==> config.mk <==
export PLATFORM = sky130hd
export DESIGN_NAME = hilo_accumulator
export DESIGN_NICKNAME = d
export VERILOG_FILES = /design/src/rtl/hilo_pkg.sv /design/src/rtl/hilo_op_delay.sv /design/src/rtl/hilo_accumulator.sv
export SDC_FILE = /design/constraint.sdc
export NUM_CORES = 1
export LEC_CHECK = 0
export BUFFER_PORTS_ARGS = -buffer_cell sky130_fd_sc_hd__buf_2
export CORE_UTILIZATION = 55
export CTS_CLUSTER_SIZE = 8
export DETAILED_ROUTE_END_ITERATION = 12
export GPL_TIMING_DRIVEN = 0
export HOLD_SLACK_MARGIN = 0.06
export PLACE_DENSITY = 0.76
export REMOVE_ABC_BUFFERS = 1
export SLEW_MARGIN = 5
export SYNTH_ARGS = -nofsm -noshare
export SYNTH_HDL_FRONTEND = slang
export SYNTH_SLANG_ARGS = --single-unit
==> constraint.sdc <==
create_clock -name clk -period 4.7 [get_ports clk]
set_input_delay 0.47 -clock clk [delete_from_list [all_inputs] [get_ports clk]]
set_output_delay 0.47 -clock clk [all_outputs]
set_load 0.03 [all_outputs]
==> src/rtl/hilo_pkg.sv <==
// Shared types for the HI/LO accumulator: opcode encoding and the per-stage
// record carried alongside the multiplier pipeline.
package hilo_pkg;

  localparam int HILO_OP_W     = 3;
  // Widest HI/LO word the stage record can carry; narrower builds leave upper bits zero.
  localparam int HILO_DATA_MAX = 64;

  typedef enum logic [HILO_OP_W-1:0] {
    HILO_NOP  = 3'd0,
    HILO_MULT = 3'd1,
    HILO_MADD = 3'd2,
    HILO_MSUB = 3'd3,
    HILO_MTHI = 3'd4,
    HILO_MTLO = 3'd5,
    HILO_CLR  = 3'd6,
    HILO_RSVD = 3'd7
  } hilo_op_t;

  typedef struct packed {
    logic                     valid;
    hilo_op_t                 op;
    logic [HILO_DATA_MAX-1:0] wdata;
  } hilo_stage_t;

endpackage

==> src/rtl/hilo_op_delay.sv <==
// LATENCY-stage register chain that holds each issued op until its product
// emerges from the multiplier; busy_o is the OR of all in-flight valids.
module hilo_op_delay
  import hilo_pkg::*;
#(
  parameter int LATENCY = 2
) (
  input  logic        clk,
  input  logic        reset,
  input  hilo_stage_t stage_i,
  output hilo_stage_t stage_o,
  output logic        busy_o
);

  if (LATENCY < 1) begin : g_lat_chk
    $fatal(1, "hilo_op_delay: LATENCY must be >= 1");
  end

  hilo_stage_t stage_q [LATENCY];

  always_ff @(posedge clk or posedge reset) begin
    if (reset) begin
      for (int i = 0; i < LATENCY; i++) stage_q[i] <= '0;
    end else begin
      stage_q[0] <= stage_i;
      for (int i = 1; i < LATENCY; i++) stage_q[i] <= stage_q[i-1];
    end
  end

  assign stage_o = stage_q[LATENCY-1];

  always_comb begin
    busy_o = 1'b0;
    for (int i = 0; i < LATENCY; i++) busy_o = busy_o | stage_q[i].valid;
  end

endmodule

==> src/rtl/hilo_accumulator.sv <==
// Architectural HI/LO pair retiring MULT/MADD/MSUB/MTHI/MTLO/CLR against the
// multiplier product. Define HILO_SATURATE_EN for signed saturating MADD/MSUB and sticky ovf.
module hilo_accumulator
  import hilo_pkg::*;
#(
  parameter int LATENCY = 2,
  parameter int WIDTH   = 32
) (
  input  logic                 clk,
  input  logic                 reset,
  input  logic                 issue_valid,
  input  logic [HILO_OP_W-1:0] issue_op,
  input  logic [WIDTH-1:0]     issue_wdata,
  input  logic [2*WIDTH-1:0]   product,
  output logic [WIDTH-1:0]     hi,
  output logic [WIDTH-1:0]     lo,
  output logic                 busy,
  output logic                 done,
  output logic                 ovf
);

  localparam int PW = 2 * WIDTH;

  if (LATENCY < 1) begin : g_lat_chk
    $fatal(1, "hilo_accumulator: LATENCY must be >= 1");
  end
  if (WIDTH > HILO_DATA_MAX) begin : g_w_chk
    $fatal(1, "hilo_accumulator: WIDTH exceeds HILO_DATA_MAX");
  end

  hilo_stage_t in_s, ret_s;

  always_comb begin
    in_s                   = '0;
    in_s.valid             = issue_valid;
    in_s.op                = hilo_op_t'(issue_op);
    in_s.wdata[WIDTH-1:0]  = issue_wdata;
  end

  hilo_op_delay #(.LATENCY(LATENCY)) u_dly (
    .clk     (clk),
    .reset   (reset),
    .stage_i (in_s),
    .stage_o (ret_s),
    .busy_o  (busy)
  );

  // Upper record bits beyond WIDTH are always zero and intentionally dropped.
  logic unused_wdata;
  assign unused_wdata = ^ret_s.wdata;

  logic [PW-1:0] hilo_q, hilo_d, sum, diff;
  logic          done_q, done_d;

  assign sum  = hilo_q + product;
  assign diff = hilo_q - product;

`ifdef HILO_SATURATE_EN
  localparam logic [PW-1:0] SMAX = {1'b0, {(PW-1){1'b1}}};
  localparam logic [PW-1:0] SMIN = {1'b1, {(PW-1){1'b0}}};
  logic          ovf_q, ovf_d, add_ov, sub_ov;
  logic [PW-1:0] clamp;

  assign add_ov = (hilo_q[PW-1] == product[PW-1]) && (sum[PW-1]  != hilo_q[PW-1]);
  assign sub_ov = (hilo_q[PW-1] != product[PW-1]) && (diff[PW-1] != hilo_q[PW-1]);
  // Signed overflow always runs away in the direction of the accumulator's sign.
  assign clamp  = hilo_q[PW-1] ? SMIN : SMAX;
  assign ovf    = ovf_q;
`else
  assign ovf    = 1'b0;
`endif

  always_comb begin
    hilo_d = hilo_q;
    done_d = 1'b0;
`ifdef HILO_SATURATE_EN
    ovf_d  = ovf_q;
`endif
    if (ret_s.valid) begin
      done_d = (ret_s.op != HILO_NOP);
      case (ret_s.op)
        HILO_MULT: hilo_d = product;
`ifdef HILO_SATURATE_EN
        HILO_MADD: begin
          hilo_d = add_ov ? clamp : sum;
          if (add_ov) ovf_d = 1'b1;
        end
        HILO_MSUB: begin
          hilo_d = sub_ov ? clamp : diff;
          if (sub_ov) ovf_d = 1'b1;
        end
        HILO_CLR: begin
          hilo_d = '0;
          ovf_d  = 1'b0;
        end
`else
        HILO_MADD: hilo_d = sum;
        HILO_MSUB: hilo_d = diff;
        HILO_CLR:  hilo_d = '0;
`endif
        HILO_MTHI: hilo_d[PW-1:WIDTH] = ret_s.wdata[WIDTH-1:0];
        HILO_MTLO: hilo_d[WIDTH-1:0]  = ret_s.wdata[WIDTH-1:0];
        default:   hilo_d = hilo_q;
      endcase
    end
  end

  always_ff @(posedge clk or posedge reset) begin
    if (reset) begin
      hilo_q <= '0;
      done_q <= 1'b0;
`ifdef HILO_SATURATE_EN
      ovf_q  <= 1'b0;
`endif
    end else begin
      hilo_q <= hilo_d;
      done_q <= done_d;
`ifdef HILO_SATURATE_EN
      ovf_q  <= ovf_d;
`endif
    end
  end

  assign hi   = hilo_q[PW-1:WIDTH];
  assign lo   = hilo_q[WIDTH-1:0];
  assign done = done_q;

endmodule
## Word-level counts from Yosys, hierarchy flattened

Index checks and enable logic that the tools add are counted.

| cells by class | value |
|---|---|
| add/sub/neg operators | 2 |
| $mul | 0 |
| divide/modulo/power cells | 0 |
| magnitude comparators | 0 |
| equality and inequality tests | 6 |
| shift-type cells | 0 |
| muxes and demuxes | 3 |
| bitwise operators | 1 |
| reduce and logical (&&, ||, !) cells | 5 |

Operators with widths:

| operator | count |
|---|---|
| $pmux 32 s5 | 2 |
| $add 64x64->64 | 1 |
| $sub 64x64->64 | 1 |
| $reduce_bool 5->1 | 2 |
| $eq 3x3->1 const B | 3 |
| $eq 3x2->1 const B | 2 |
| $reduce_and 2->1 | 2 |
| $eq 3x1->1 const B | 1 |
| $reduce_bool 3->1 | 1 |
| $mux 1 | 1 |
| $or 1x1->1 | 1 |

| word-level totals | value |
|---|---|
| flip-flop bits (word level) | 137 |
| bits in latches | 0 |
| bits in writable memories | 0 |
| ROM bits | 0 |
| bits of input ports | 102 |
| output and inout port bits | 67 |
| word-level logic and storage cells | 26 |
| memories | 0 |

## Logic depth before layout (Yosys ltp)

Gate-level depths: netlist of the first run.

| logic depth | value |
|---|---|
| word-level depth | 3 |
| mapped depth | 14 |
| gate-level depth less buffers | 14 |

## Hierarchy

A second synthesis of the first run with hierarchy kept.

| second synthesis, totals | value |
|---|---|
| cell total of the unflattened synthesis | 1992 |
| area, all modules | 15962.8 µm² |

By module, submodules not included:

| module | instances | cells each | area an instance (µm²) | sequential area each (µm²) |
|---|---|---|---|---|
| hilo_accumulator | 1 | 1786 | 12039.0 | 1626.6 |
| hilo_op_delay | 1 | 206 | 3923.8 | 3403.3 |

## Worst setup path before layout of the first run

No wires, ideal clock.

| path | value |
|---|---|
| path type | reg-to-reg |
| from | register hilo_q[0] |
| to | register hilo_q[60] |
| library setup time | 0.132 ns |
| arrival | 3.172 ns |
| required time | 4.568 ns |
| path slack | 1.396 ns |
| stages on the path, launching flop included | 15 |
| path buffers | 0 |
| period minus slack after synthesis | 3.304 ns |
| path through | dfrtp_1 inv_1 ha_1 fa_1 nor2b_1 o31a_1 o21ai_1 o21ba_2 o31ai_1 a21boi_1 o31ai_1 a41oi_1 xnor2_1 a221oi_1 a21oi_1 |

| between the ends | value |
|---|---|
| word-level cells in the longest chain between the ends | 2 |
| elaborated cells on any way between the ends | 3 |
| those cells by class | 2 x add/sub; 1 x mux |

RTL lines:

| element | RTL line | RTL |
|---|---|---|
| from (decl) | hilo_accumulator.sv:52 | `logic [PW-1:0] hilo_q, hilo_d, sum, diff;` |
| from (signal assigned) | hilo_accumulator.sv:116 | `hilo_q <= hilo_d;` |
| $sub 64x64->64 or $add 64x64->64 (tied branches) | hilo_accumulator.sv:56, hilo_accumulator.sv:55 |  |
| $pmux 32 s5 * | hilo_accumulator.sv:81 | `case (ret_s.op)` |

Every way passes the cells marked *; elsewhere a longest branch is shown, timed or not.
A chain may end at the register's enable or synchronous reset.

## Final worst setup path of the first run

| path | value |
|---|---|
| from | register u_dly.stage_q (netlist bit u_dly.stage_o[65]) |
| to | register hilo_q[63] |

| between the ends | value |
|---|---|
| word-level cells in the longest chain between the ends | 3 |
| elaborated cells on any way between the ends | 8 |
| those cells by class | 5 x eq/ne; 1 x mux; 2 x reduce/logical |

RTL lines:

| element | RTL line | RTL |
|---|---|---|
| from (decl) | hilo_op_delay.sv:19 | `hilo_stage_t stage_q [LATENCY];` |
| $eq 3x3->1, or another cell as far along | hilo_accumulator.sv:81 |  |
| $reduce_bool 5->1 (no line) | n/a |  |
| $reduce_and 2->1 (no line) | n/a |  |

Parallel ways exist; a longest one is shown, timed or not.

==> results of run 1 <==
## cells in the final DEF (no fill, tap or decap), drive strengths merged, types with 8 or more instances in the layout
| cell type | netlist | final |
|---|---|---|
| a2111oi | 11 | 11 |
| a211oi | 17 | 17 |
| a21boi | 9 | 9 |
| a21o | 21 | 21 |
| a21oi | 206 | 206 |
| a221oi | 19 | 19 |
| a31oi | 27 | 27 |
| a41oi | 9 | 9 |
| buf | 36 | 177 |
| clkbuf | 78 | 17 |
| clkinv | 4 | 8 |
| dfrtp | 137 | 137 |
| ha | 127 | 127 |
| inv | 131 | 141 |
| mux2i | 18 | 18 |
| nand2 | 158 | 158 |
| nand2b | 14 | 14 |
| nand3 | 27 | 27 |
| nand4 | 33 | 33 |
| nor2 | 176 | 176 |
| nor2b | 18 | 18 |
| nor3 | 48 | 48 |
| nor4 | 26 | 26 |
| o211ai | 23 | 23 |
| o21a | 20 | 20 |
| o21ai | 144 | 144 |
| o21bai | 41 | 41 |
| o221ai | 8 | 8 |
| o22ai | 14 | 14 |
| o31a | 9 | 9 |
| o31ai | 43 | 43 |
| or3 | 19 | 19 |
| xnor2 | 61 | 61 |
## state kept, by name, summed over array words and instances, names as in the netlist
signal	cells
done	1
hilo_q	64
u_dly.stage_o	36
u_dly.stage_q	36
## power by group through the flow
stage / Sequential, mW / Combinational, mW / Clock, mW
floorplan: 1.74 / 2.39 / 0
global placement: 1.56 / 3.61 / 0
detailed placement: 1.55 / 3.68 / 0
CTS: 1.53 / 3.71 / 1.44
global route: 1.56 / 4.10 / 1.49
finish: 1.54 / 3.83 / 1.46
## cells in the mapped netlist (all sizes together), types with 20 or more instances
library cell | n | area, um^2
nor2 | 176 | 661
o21bai | 41 | 315
o21ai | 144 | 728
o21a | 20 | 150
buf | 36 | 184
o31ai | 43 | 323
nand4 | 33 | 206
o211ai | 23 | 178
nor3 | 48 | 250
nand2 | 158 | 593
ha | 127 | 1590
a21oi | 206 | 1040
xnor2 | 61 | 534
inv | 131 | 492
a21o | 21 | 158
dfrtp | 137 | 3430
nor4 | 26 | 163
nand3 | 27 | 140
a31oi | 27 | 175
clkbuf | 78 | 293
## critical path, cell delays in order, from the launching register on
cell and delay (ns):
dfrtp_2 0.63, buf_12 0.31, clkinv_2 0.82, nand2_4 0.75, o21a_1 0.61, nand2_2 0.66, or3_1 0.53, o21ai_0 0.10
a31oi_1 0.09
## worst min-delay path by stage
stage / start / end / slack, ns / cells after the start
2_1_floorplan: u_dly.stage_q[68] / u_dly.stage_o[0] / 0.33 / 0
3_3_place_gp: u_dly.stage_q[69] / u_dly.stage_o[1] / 0.33 / 0
3_5_place_dp: u_dly.stage_q[78] / u_dly.stage_o[10] / 0.33 / 0
4_1_cts: issue_op[2] / u_dly.stage_q[134] / 0.12 / 1
5_1_grt: issue_op[2] / u_dly.stage_q[134] / 0.12 / 1
6_report: issue_op[1] / u_dly.stage_q[133] / 0.12 / 1
## layout make-up
class / instances / area [um^2]
Antenna cell: 1 / 2.50
Clock inverter: 15 / 171
Timing Repair Buffer: 178 / 1060
Inverter: 135 / 514
Multi-Input combinational cell: 1455 / 9610
Tap cell: 324 / 405
Clock buffer: 17 / 425
Fill cell: 2194 / 8980
Sequential cell: 137 / 3430
## routing by layer
metal,global-route usage,share of wire
met1,0.601,0.40
met2,0.656,0.42
met3,0.111,0.13
met4,0.250,0.056
met5,0,0.00019
## logic make-up after synthesis
family	count (synthesis)	share of synthesized area
other	1	0.000269
multiplexers	18	0.0129
AO/OA/AOI/OAI	695	0.332
buffers and inverters	249	0.0705
flip-flops	137	0.246
AND/OR/NAND/NOR	547	0.181
adder cells (fa/ha/maj)	129	0.117
XOR/XNOR	65	0.0408
## what timing repair did
item                                    CTS  global route
endpoints found under the hold margin    13             0
gates resized for setup                   5             2
hold buffers                              1             0
endpoints found under the setup margin   25             3
gates cloned                              0             0
pin swaps                                 0             0
## stage by stage
stage	setup WS (ns)	hold WS, ns	setup TNS, ns	area [um^2]	power (mW)
floorplan	-0.108	0.331	-0.405	13500	4.12
global placement	-5.96	0.332	-406.73	14700	5.17
detailed placement	-0.698	0.335	-10.23	15000	5.23
CTS	0.000575	0.125	0	15600	6.69
global route	0.0155	0.118	0	15600	7.14
finish	0.0213	0.118	0	15600	6.84
==> flow_summary.yaml, run 1 <==
outcome:
  outcome: "finished clean"
timing:
  fin_crit_ns: 4.68
  tightestPinTransition_ns: 1.42
  clock_skew_ns: 0.0242
  fmax_mhz: 214
  drv_slew: 0
  hold_violations: 0
  rsz0062_at_grt: "false"
  slew_headroom: 0.0492
  post-route-period-util: 0.995
  setup_viol: 0
global_route:
  antenna_found_initial: 3
  gr-total-overflow: 0
  grt_pass1_vias: 14800
  grt_usage: 0.448
  grt_pass1_wl_um: 87800
  grt_max_degree: 99
power_and_ir_drop:
  pwr-share-seq: 0.226
  p_int_mw: 3.38
  ir_drop_mv: 0.312
  switching_share: 0.505
  combinationalPowerShare: 0.561
  p_per_area_mw_per_mm2: 438
  switchingPower_mw: 3.45
  p_clk_frac: 0.213
  p_leak_nw: 6.85
clock_network:
  cts_setup_buffers: 0
  htree_levels: 4
  clock_sinks: 137
  numCtsBuffers: 17
  clockBufferDepth: 2
  cts_tree: "done"
  cts.reportedPaths.clkPinSlew_ns: 0.08
  clockRootBuffer: "clkbuf_16"
  insertion_delay_ns: 0.46
cells_and_area:
  areaGrowthSynthToFinish_pct: 12.0
  fin_nets: 2155
  drive_above_1_share: 0.133
  final_cell_count_no_fill: 2262
  final_util: 0.635
floorplan:
  ios: 169
  initial_utilization: 0.567
  die_h_um: 161
  coreArea_mm2: 0.0246
  dieArea_mm2: 0.0260
  die_x_um: 161
  rows: 57
setup_path:
  crit-reg2reg-capture: "hilo_q[63]"
  worstPathRequired_ns: 5.01
  worst_ep_arrival_time_ns: 4.99
  crit_end: "hilo_q[63]"
  r2r_cells: 8
  startpoint: "u_dly.stage_o[65]"
  crit_fanout: 45
  rrSetupSlack_ns: 0.02
  crit_path_end_kind: "flop"
  cp-start-kind: "flop"
  timing.rr.start: "u_dly.stage_o[65]"
  path_class: "reg2reg"
min_path:
  hp-class: "in2reg"
logic_synthesis:
  synth_cells: 1841
  syn_area_per_cell_um2: 7.58
  synth_edf_count: 0
  yosys_warnings: 0
  syn_area_mm2: 0.0140
  ys_seq_elements: 137
  synth_flop_cell: "dfrtp_1"
  ys_async_sr_fraction: 1.00
  ys_types: 86
  ys_seq_area_frac: 0.246
routing:
  drt_first_iter_violations: 2197
  ant_nets: 0
  drt-wirelength-per-cell_um: 26.0
  drc_errors: 0
  routed_via_density: 6.95
  drt-pass1-iter-count: 9
  drt-total-wl_um: 58800
  via_count: 15700
placed_design:
  gp_congestion: 1.01
  port-buffer-count: 167
  hpwl_um: 43900
  dp.cells: 2228
run:
  drv_cap: 0
Power figures use the tool's default switching activity.
==> inputs of run 2 (changes only) <==
==> constraint.sdc (replaced) <==
create_clock -name clk -period 5.8 [get_ports clk]
set_input_delay 0.58 -clock clk [delete_from_list [all_inputs] [get_ports clk]]
set_output_delay 0.58 -clock clk [all_outputs]
set_load 0.03 [all_outputs]
==> flow_summary.yaml, run 2 (synthesized netlist as in run 1, its figures left out) <==
outcome:
  outcome: "finished clean"
placed_design:
  gp_congestion: 1.01
  placed_area_mm2: 0.0150
  port-buffer-count: 167
  hpwl_um: 43900
  dp.cells: 2228
setup_path:
  crit_top_cell: "nand2_1"
  rrSetupSlack_ns: 0.20
  cp-start-kind: "flop"
  crit_family: "simple AND/OR/NAND/NOR gates"
  worst_ep_arrival_time_ns: 5.96
  path_buf_inv: 1
  worstPathRequired_ns: 6.16
  r2r_cells: 7
  path_class: "reg2reg"
  critical_path.max_stage_delay_ns: 1.46
  cp_slowest_cell: "nor2_1"
  crit_path_end_kind: "flop"
  timing.rr.start: "u_dly.stage_o[66]"
  crit_fanout: 27
  crit_path_cell_trace: "inv_1, nand2_1, nor2_1, nand2_1, a211oi_1, o41ai_1, o21ai_0"
  crit-reg2reg-capture: "hilo_q[61]"
timing:
  drv_slew: 0
  clock_skew_ns: 0.0221
  setup_viol: 0
  whs_ns: 0.145
  fin_tns_setup_ns: 0
  slew_headroom: 0.0205
  post-route-period-util: 0.966
  fmax_mhz: 179
  tightestPinTransition_ns: 1.46
  fin_crit_ns: 5.60
  hold_violations: 0
  rsz0062_at_grt: "false"
cells_and_area:
  drive_above_1_share: 0.131
  final_common_cell: "a21oi_1"
  areaGrowthSynthToFinish_pct: 11.7
  fillers: 2198
  largest-register: "hilo_q"
  final_cell_count_no_fill: 2262
  design_area_mm2: 0.0156
  largest_register_ffs: 64
  final_cell_mix: "203 x a21oi_1, 174 x nor2_1, 167 x buf_2, 157 x nand2_1"
  fin_nets: 2154
global_route:
  grt_usage: 0.448
  antenna_found_initial: 5
  grt_pass1_wl_um: 87800
  use_met1: 0.601
  grt_pass1_vias: 14700
  gr-usage-met3: 0.112
  busiest_layer: "met2"
  gr-total-overflow: 0
  grt_max_degree: 99
  met2_usage: 0.662
power_and_ir_drop:
  p_leak_nw: 6.83
  p_per_area_mw_per_mm2: 355
  p_total_mw: 5.54
  ir_drop_mv: 0.252
floorplan:
  die_h_um: 161
  ios: 169
  coreArea_mm2: 0.0246
  dieArea_mm2: 0.0260
  die_x_um: 161
  initial_utilization: 0.567
  rows: 57
routing:
  via_count: 15800
  drt_first_iter_violations: 1975
  drt-pass1-iter-count: 9
  drt-wirelength-per-cell_um: 26.0
  drt-total-wl_um: 58800
  ant_nets: 0
  routed_via_density: 6.97
  drc_errors: 0
clock_network:
  insertion_delay_ns: 0.45
  cts.reportedPaths.clkPinSlew_ns: 0.08
  clock_sinks: 137
  cts_tree: "done"
  clockBufferDepth: 2
  cts_setup_buffers: 0
  numCtsBuffers: 17
  ctsResizeCount: 0
  htree_levels: 4
  hold_buffers: 0
  clockRootBuffer: "clkbuf_16"
run:
  drv_cap: 0
min_path:
  hp-class: "in2async"
-- run 2: area by class of cell --
type / instances / area, um^2 / share of cell area
flip-flops and latches: 137 / 3430 / 0.220
clock inverters: 15 / 171 / 0.0110
diodes: 2 / 5.00 / 0.000321
multi-input cells: 1455 / 9590 / 0.615
repair buffers: 177 / 1050 / 0.0672
clock buffers: 17 / 425 / 0.0273
inverters: 135 / 514 / 0.0330
well taps: 324 / 405 / 0.0260
-- run 2: worst max path at each step --
stage                       from    endpoint  slack [ns]  cells past startpoint
6_report       u_dly.stage_o[66]  hilo_q[61]        0.20                      7
5_1_grt        u_dly.stage_o[66]  hilo_q[61]        0.43                      7
4_1_cts        u_dly.stage_o[65]  hilo_q[63]        0.35                      8
3_5_place_dp   u_dly.stage_o[65]  hilo_q[63]        0.40                      8
3_3_place_gp   u_dly.stage_o[65]  hilo_q[41]       -4.86                      7
2_1_floorplan  u_dly.stage_o[65]  hilo_q[41]        0.99                      7
-- run 2: per-layer routing --
layer | routed length (um) | share of wire
met1 | 23200 | 0.40
met2 | 24800 | 0.42
met3 | 7480 | 0.13
met4 | 3260 | 0.055
met5 | 24 | 0.00041
-- run 2: report_power, final --
group / internal [mW] / leakage [nW] / switching [mW]
combinational: 1.04 / 4.93 / 2.06
clock: 0.619 / 0.297 / 0.561
sequential: 1.08 / 1.61 / 0.171
-- run 2: metrics by stage --
step / utilization / setup WS (ns)
after floorplan: - / 0.992
after global placement: 0.598 / -4.86
after detailed placement: 0.609 / 0.402
after CTS: 0.633 / 0.352
after global routing: 0.633 / 0.433
final: 0.634 / 0.199
-- run 2: worst register-to-register path, cell delays in order (launching register included) --
cell      delay, ns
dfrtp_2        0.66
inv_1          0.95
nand2_1        1.09
nor2_1         1.46
nand2_1        0.68
a211oi_1       0.40
o41ai_1        0.13
o21ai_0        0.15
